==> src/rtl/axi_addr_arbiter_n.sv <==
// ---------------------------------------------------------------------------
// axi_addr_arbiter_n
//
// Arbitrates one AXI address channel (AW or AR) among NUM_M masters onto a
// single downstream slave port. A winner is chosen and registered in IDLE.
// It is then presented combinationally in GRANT until the downstream
// handshake completes. With HOLD_W=1 the grant is held after the AW handshake
// (state WAIT_W) until the write data burst finishes (w_done_i).
//
// Ports
//   clk, rst            clock, asynchronous active-low reset
//   id_m_i    [NUM_M*ID_W]       flattened master IDs (master k in slice k)
//   addr_m_i  [NUM_M*ADDR_W]     flattened master addresses
//   len_m_i   [NUM_M*LEN_W]      flattened burst lengths
//   size_m_i  [NUM_M*SIZE_W]     flattened burst sizes
//   burst_m_i [NUM_M*BURST_W]    flattened burst types
//   valid_m_i [NUM_M]            per-master request valid
//   ready_m_o [NUM_M]            per-master ready (only the granted master)
//   id_o      [IDX_W+ID_W]       {granted index, granted ID}
//   addr_o, len_o, size_o, burst_o   granted request fields
//   valid_o / ready_s_i          downstream handshake
//   w_done_i                     pulse: last write beat accepted downstream
//   grant_o   [NUM_M]            one-hot current grant, zero when idle
//   busy_o                       state is not IDLE
// ---------------------------------------------------------------------------
module axi_addr_arbiter_n #(
  parameter int NUM_M   = 3,
  parameter int ID_W    = 4,
  parameter int ADDR_W  = 32,
  parameter int LEN_W   = 4,
  parameter int SIZE_W  = 3,
  parameter int BURST_W = 2,
  parameter int RR_MODE = 1,
  parameter int HOLD_W  = 0,
  localparam int IDX_W  = (NUM_M > 1) ? $clog2(NUM_M) : 1
) (
  input  logic                     clk,
  input  logic                     rst,
  input  logic [NUM_M*ID_W-1:0]    id_m_i,
  input  logic [NUM_M*ADDR_W-1:0]  addr_m_i,
  input  logic [NUM_M*LEN_W-1:0]   len_m_i,
  input  logic [NUM_M*SIZE_W-1:0]  size_m_i,
  input  logic [NUM_M*BURST_W-1:0] burst_m_i,
  input  logic [NUM_M-1:0]         valid_m_i,
  output logic [NUM_M-1:0]         ready_m_o,
  output logic [IDX_W+ID_W-1:0]    id_o,
  output logic [ADDR_W-1:0]        addr_o,
  output logic [LEN_W-1:0]         len_o,
  output logic [SIZE_W-1:0]        size_o,
  output logic [BURST_W-1:0]       burst_o,
  output logic                     valid_o,
  input  logic                     ready_s_i,
  input  logic                     w_done_i,
  output logic [NUM_M-1:0]         grant_o,
  output logic                     busy_o
);

  typedef enum logic [1:0] {
    IDLE   = 2'd0,
    GRANT  = 2'd1,
    WAIT_W = 2'd2
  } state_t;

  state_t             state;
  state_t             state_nxt;
  logic [IDX_W-1:0]   g_idx;
  logic [IDX_W-1:0]   rr_ptr;
  logic [IDX_W-1:0]   win_idx;
  logic [IDX_W-1:0]   rr_ptr_nxt;
  logic               any_req;
  logic               g_valid;
  logic               hs;

  logic [ID_W-1:0]    sel_id;
  logic [ADDR_W-1:0]  sel_addr;
  logic [LEN_W-1:0]   sel_len;
  logic [SIZE_W-1:0]  sel_size;
  logic [BURST_W-1:0] sel_burst;

  assign any_req = |valid_m_i;

  // Winner selection. Round-robin scans upward from rr_ptr with wrap and
  // takes the first requester; fixed priority lets the highest index win.
  always_comb begin
    int   cand;
    logic found;
    cand    = 0;
    found   = 1'b0;
    win_idx = '0;
    if (RR_MODE != 0) begin
      for (int i = 0; i < NUM_M; i++) begin
        cand = int'(rr_ptr) + i;
        if (cand >= NUM_M) cand = cand - NUM_M;
        if (!found && valid_m_i[cand]) begin
          found   = 1'b1;
          win_idx = IDX_W'(cand);
        end
      end
    end else begin
      for (int i = 0; i < NUM_M; i++) begin
        if (valid_m_i[i]) win_idx = IDX_W'(i);
      end
    end
  end

  // Mux of the granted master's request fields, driven by the registered
  // grant index so non-granted request changes cannot disturb it.
  always_comb begin
    sel_id    = '0;
    sel_addr  = '0;
    sel_len   = '0;
    sel_size  = '0;
    sel_burst = '0;
    g_valid   = 1'b0;
    for (int k = 0; k < NUM_M; k++) begin
      if (g_idx == IDX_W'(k)) begin
        sel_id    = id_m_i[k*ID_W +: ID_W];
        sel_addr  = addr_m_i[k*ADDR_W +: ADDR_W];
        sel_len   = len_m_i[k*LEN_W +: LEN_W];
        sel_size  = size_m_i[k*SIZE_W +: SIZE_W];
        sel_burst = burst_m_i[k*BURST_W +: BURST_W];
        g_valid   = valid_m_i[k];
      end
    end
  end

  assign hs = (state == GRANT) && g_valid && ready_s_i;

  assign rr_ptr_nxt = (g_idx == IDX_W'(NUM_M - 1)) ? '0 : g_idx + 1'b1;

  // State register plus grant index and round-robin pointer
  always_ff @(posedge clk or negedge rst) begin
    if (!rst) begin
      state  <= IDLE;
      g_idx  <= '0;
      rr_ptr <= '0;
    end else begin
      state <= state_nxt;
      if (state == IDLE && any_req) g_idx <= win_idx;
      if (hs) rr_ptr <= rr_ptr_nxt;
    end
  end

  // Next-state logic; w_done_i only matters at a handshake or in WAIT_W
  always_comb begin
    state_nxt = state;
    case (state)
      IDLE: begin
        if (any_req) state_nxt = GRANT;
      end
      GRANT: begin
        if (hs) begin
          if (HOLD_W == 0 || w_done_i) state_nxt = IDLE;
          else                         state_nxt = WAIT_W;
        end else if (!g_valid) begin
          state_nxt = IDLE;
        end
      end
      WAIT_W: begin
        if (w_done_i) state_nxt = IDLE;
      end
      default: state_nxt = IDLE;
    endcase
  end

  // Outputs: the granted request passes through only in GRANT; IDLE and
  // WAIT_W drive zeros except for grant_o/busy_o.
  always_comb begin
    ready_m_o = '0;
    id_o      = '0;
    addr_o    = '0;
    len_o     = '0;
    size_o    = '0;
    burst_o   = '0;
    valid_o   = 1'b0;
    grant_o   = '0;
    busy_o    = (state != IDLE);
    for (int k = 0; k < NUM_M; k++) begin
      grant_o[k] = (state != IDLE) && (g_idx == IDX_W'(k));
    end
    if (state == GRANT) begin
      id_o    = {g_idx, sel_id};
      addr_o  = sel_addr;
      len_o   = sel_len;
      size_o  = sel_size;
      burst_o = sel_burst;
      valid_o = g_valid;
      for (int k = 0; k < NUM_M; k++) begin
        if (g_idx == IDX_W'(k)) ready_m_o[k] = ready_s_i & valid_m_i[k];
      end
    end
  end

endmodule
==> config.mk <==
export PLATFORM = sky130hd
export DESIGN_NAME = axi_addr_arbiter_n
export DESIGN_NICKNAME = d
export VERILOG_FILES = /design/src/rtl/axi_addr_arbiter_n.sv
export SDC_FILE = /design/constraint.sdc
export NUM_CORES = 1
export LEC_CHECK = 0
export CAP_MARGIN = 20
export CORE_MARGIN = 2
export CORE_UTILIZATION = 28
export CTS_CLUSTER_DIAMETER = 40
export DETAILED_ROUTE_END_ITERATION = 6
export GPL_ROUTABILITY_DRIVEN = 0
export PLACE_DENSITY = 0.87
export SLEW_MARGIN = 20
export SYNTH_ARGS = -nofsm -noshare
export SYNTH_HDL_FRONTEND = slang
export SYNTH_SLANG_ARGS = --single-unit
==> constraint.sdc <==
create_clock -name clk -period 2 [get_ports clk]
set_input_delay 0.6 -clock clk [delete_from_list [all_inputs] [get_ports clk]]
set_output_delay 0.6 -clock clk [all_outputs]
set_load 0.01 [all_outputs]
==> results_dict.tcl <==
set metrics [dict create \
    grt.overflow.total 0 \
    rsz0062_at_grt "yes" \
    drtPass1Iterations 4 \
    r2r_cells 7 \
    grt_pass1_wl_mm 12.5 \
    synth_edf_count 0 \
    tightest_slew_ns 0.282 \
    dieArea_sq_mm 0.00659 \
    drive_gt1_share_pct 32.5 \
    power_density_mw_per_mm2 1230 \
    yosysSeqAreaShare_pct 7.50 \
    multi_input_area_sq_mm 0.00163 \
    relSlewSlack_pct 81.1 \
    synthArstFlopShare_pct 100 \
    synth_ff_type "dfrtp_1" \
    final_core_util_pct 71.7 \
    start_util_pct 28.5 \
    ys.warnings.count 0 \
    ctsHoldBuffers 0 \
    route.detailed.drc 0 \
    hold_viol 0 \
    max_freq_mhz 458 \
    fp.dieH_um 81.2 \
    numPortBuffers 195 \
    synthCells 248 \
    cts_buffers 3 \
    synth_area_sq_mm 0.00167 \
    required_ns 1.40 \
    diodes 0 \
    seq_area_sq_um 129 \
    status "finished, violations left" \
    antenna_found_initial 0 \
    crit_fanout 1 \
    finalSetupViolCount 49 \
    synthTopCellsByCount "and2_1 (47), mux2i_1 (47), nand2_1 (46)" \
    wire_per_inst_um 17.5 \
    min_period_ns 2.18 \
    netlist.area_leader.share_pct 28.2 \
    p_total_w 0.00518 \
    drt_iter0_markers 93 \
    syn-num-nets 393 \
    h-tree-depth 1 \
    worstSkewPairLatency_ns 0.22 \
    root_buffer "clkbuf_8" \
    hold_class "register to register" \
    synth.distinct_cells 31 \
    grt_pass1_vias 2493 \
    grt_use_total_pct 24.1 \
    coreArea_sq_mm 0.00585 \
    synth_top_area_cell "mux2i_1" \
    setup_ws_ns -0.184 \
    clockBufferDepth 2 \
    slew_violations 0 \
    crit_arrival_ns 1.58 \
    die_w_um 81.2 \
    nNetsFinal 613 \
    startpoint_type "input pin" \
    synth_area_per_cell_sq_um 6.73 \
    crit_type "input pin to output port" \
    fin_cells 542 \
    cts_tree "yes" \
    area_delta_synth_final_pct 151 \
    num_io_pins 197 \
    synth-seq-cells 5 \
    end_kind "output port" \
    clk_pin_slew_ns 0.04 \
    tns_ns -5.74 \
    leakagePower_nw 2.01 \
    n_fill_cell 496 \
    skew_ns 0.000765 \
    cts.sinks 5 \
    vias 2667 \
    hpwl_mm 6.32 \
    grt_max_degree 29 \
    routed_wl_mm 9.50 \
    period_share_pct 109 \
    violations "setup timing" \
    hold_depth 1 \
    synthTopCellsByArea "mux2i_1 (28%), and2_1 (18%), o21ai_1 (13%), nand2_1 (10%), dfrtp_1 (7.5%)" \
    vias_per_cell 4.92 \
    place_inst 521 \
    dpl_worst_slack_ns -0.614 \
    drv_cap 0 \
    num_rows 28 \
    peakVddDrop_mv 1.10 \
    ant_nets 0 \
]
## cell usage in the layout (no fill, tap or decap), drive strengths merged, types with 2 or more instances in the layout
cell,n
inv,4
nor2,5
a21o,2
nand3b,2
dlymetal6s2s,4
clkbuf,10
and3,3
o21ai,46
dlygate4sd2,47
buf,87
nand2,46
clkdlybuf4s50,91
and2,47
ha,3
a31oi,2
mux2i,47
dfrtp,5
nor2b,3
## flip-flops by register name (all words and copies together), names as in the netlist
register	flops
g_idx	2
rr_ptr	2
state	1
## cell type report
class                      instances  share of cell area (%)
sequential                         5                    3.07
multi-input combinational        218                    38.8
tap                               75                    2.24
clock buffer                       4                    1.07
timing repair buffer             236                    54.5
inverter                           4                   0.358
## worst max-delay path, stage by stage
cell,delay (ns)
clkdlybuf4s50_1,0.48
mux2i_1,0.07
o21ai_1,0.13
and2_1,0.16
buf_2,0.13
## timing repair
item,4_1_cts,5_1_grt
cloned,3,8
endpoints found under the setup margin,55,53
gates resized for setup,274,71
pin swaps,42,39
hold endpoints to repair,0,0
buffers inserted,5,3
## worst paths after layout
path / startpoint / end / slack, ns
setup / recovery: addr_m_i[8] / addr_o[8] / -0.18
hold / removal: rr_ptr[1] / rr_ptr[1] / 0.57
setup reg to reg: g_idx[0] / rr_ptr[0] / 0.53
hold reg to reg: rr_ptr[1] / rr_ptr[1] / 0.57
max in group asynchronous: rst / g_idx[1] / 1.16
min in group asynchronous: rst / rr_ptr[1] / 0.61
## power breakdown
group / total, W / switching, W / internal (W)
clock: 0.000191 / 0.0000539 / 0.000137
combinational: 0.00474 / 0.00219 / 0.00256
sequential: 0.000241 / 0.0000819 / 0.000159
## stage by stage
stage / hold WS, ns / area (sq um)
after floorplan: 0.304 / 1670
after global placement: 0.512 / 3830
after detailed placement: 0.533 / 3830
after CTS: 0.570 / 3780
after global routing: 0.603 / 4190
final: 0.570 / 4190
## cells by family (layout without fill, tap and decap cells)
group | count (synthesis) | count (layout) | share of synthesized area (%)
multiplexers | 47 | 47 | 28.2
AO/OA/AOI/OAI | 57 | 57 | 19.0
AND/OR/NAND/NOR | 111 | 111 | 34.6
buffers and inverters | 25 | 244 | 8.47
adder cells (fa/ha/maj) | 3 | 3 | 2.25
flip-flops | 5 | 5 | 7.50
## routing by layer
layer / global-route usage, % / share of wire, %
met5: 0 / 0
met4: 5.42 / 1.2
met3: 5.56 / 8.1
met2: 46.6 / 55
met1: 26.2 / 36
Note: power is estimated with default switching activity, not from simulation.
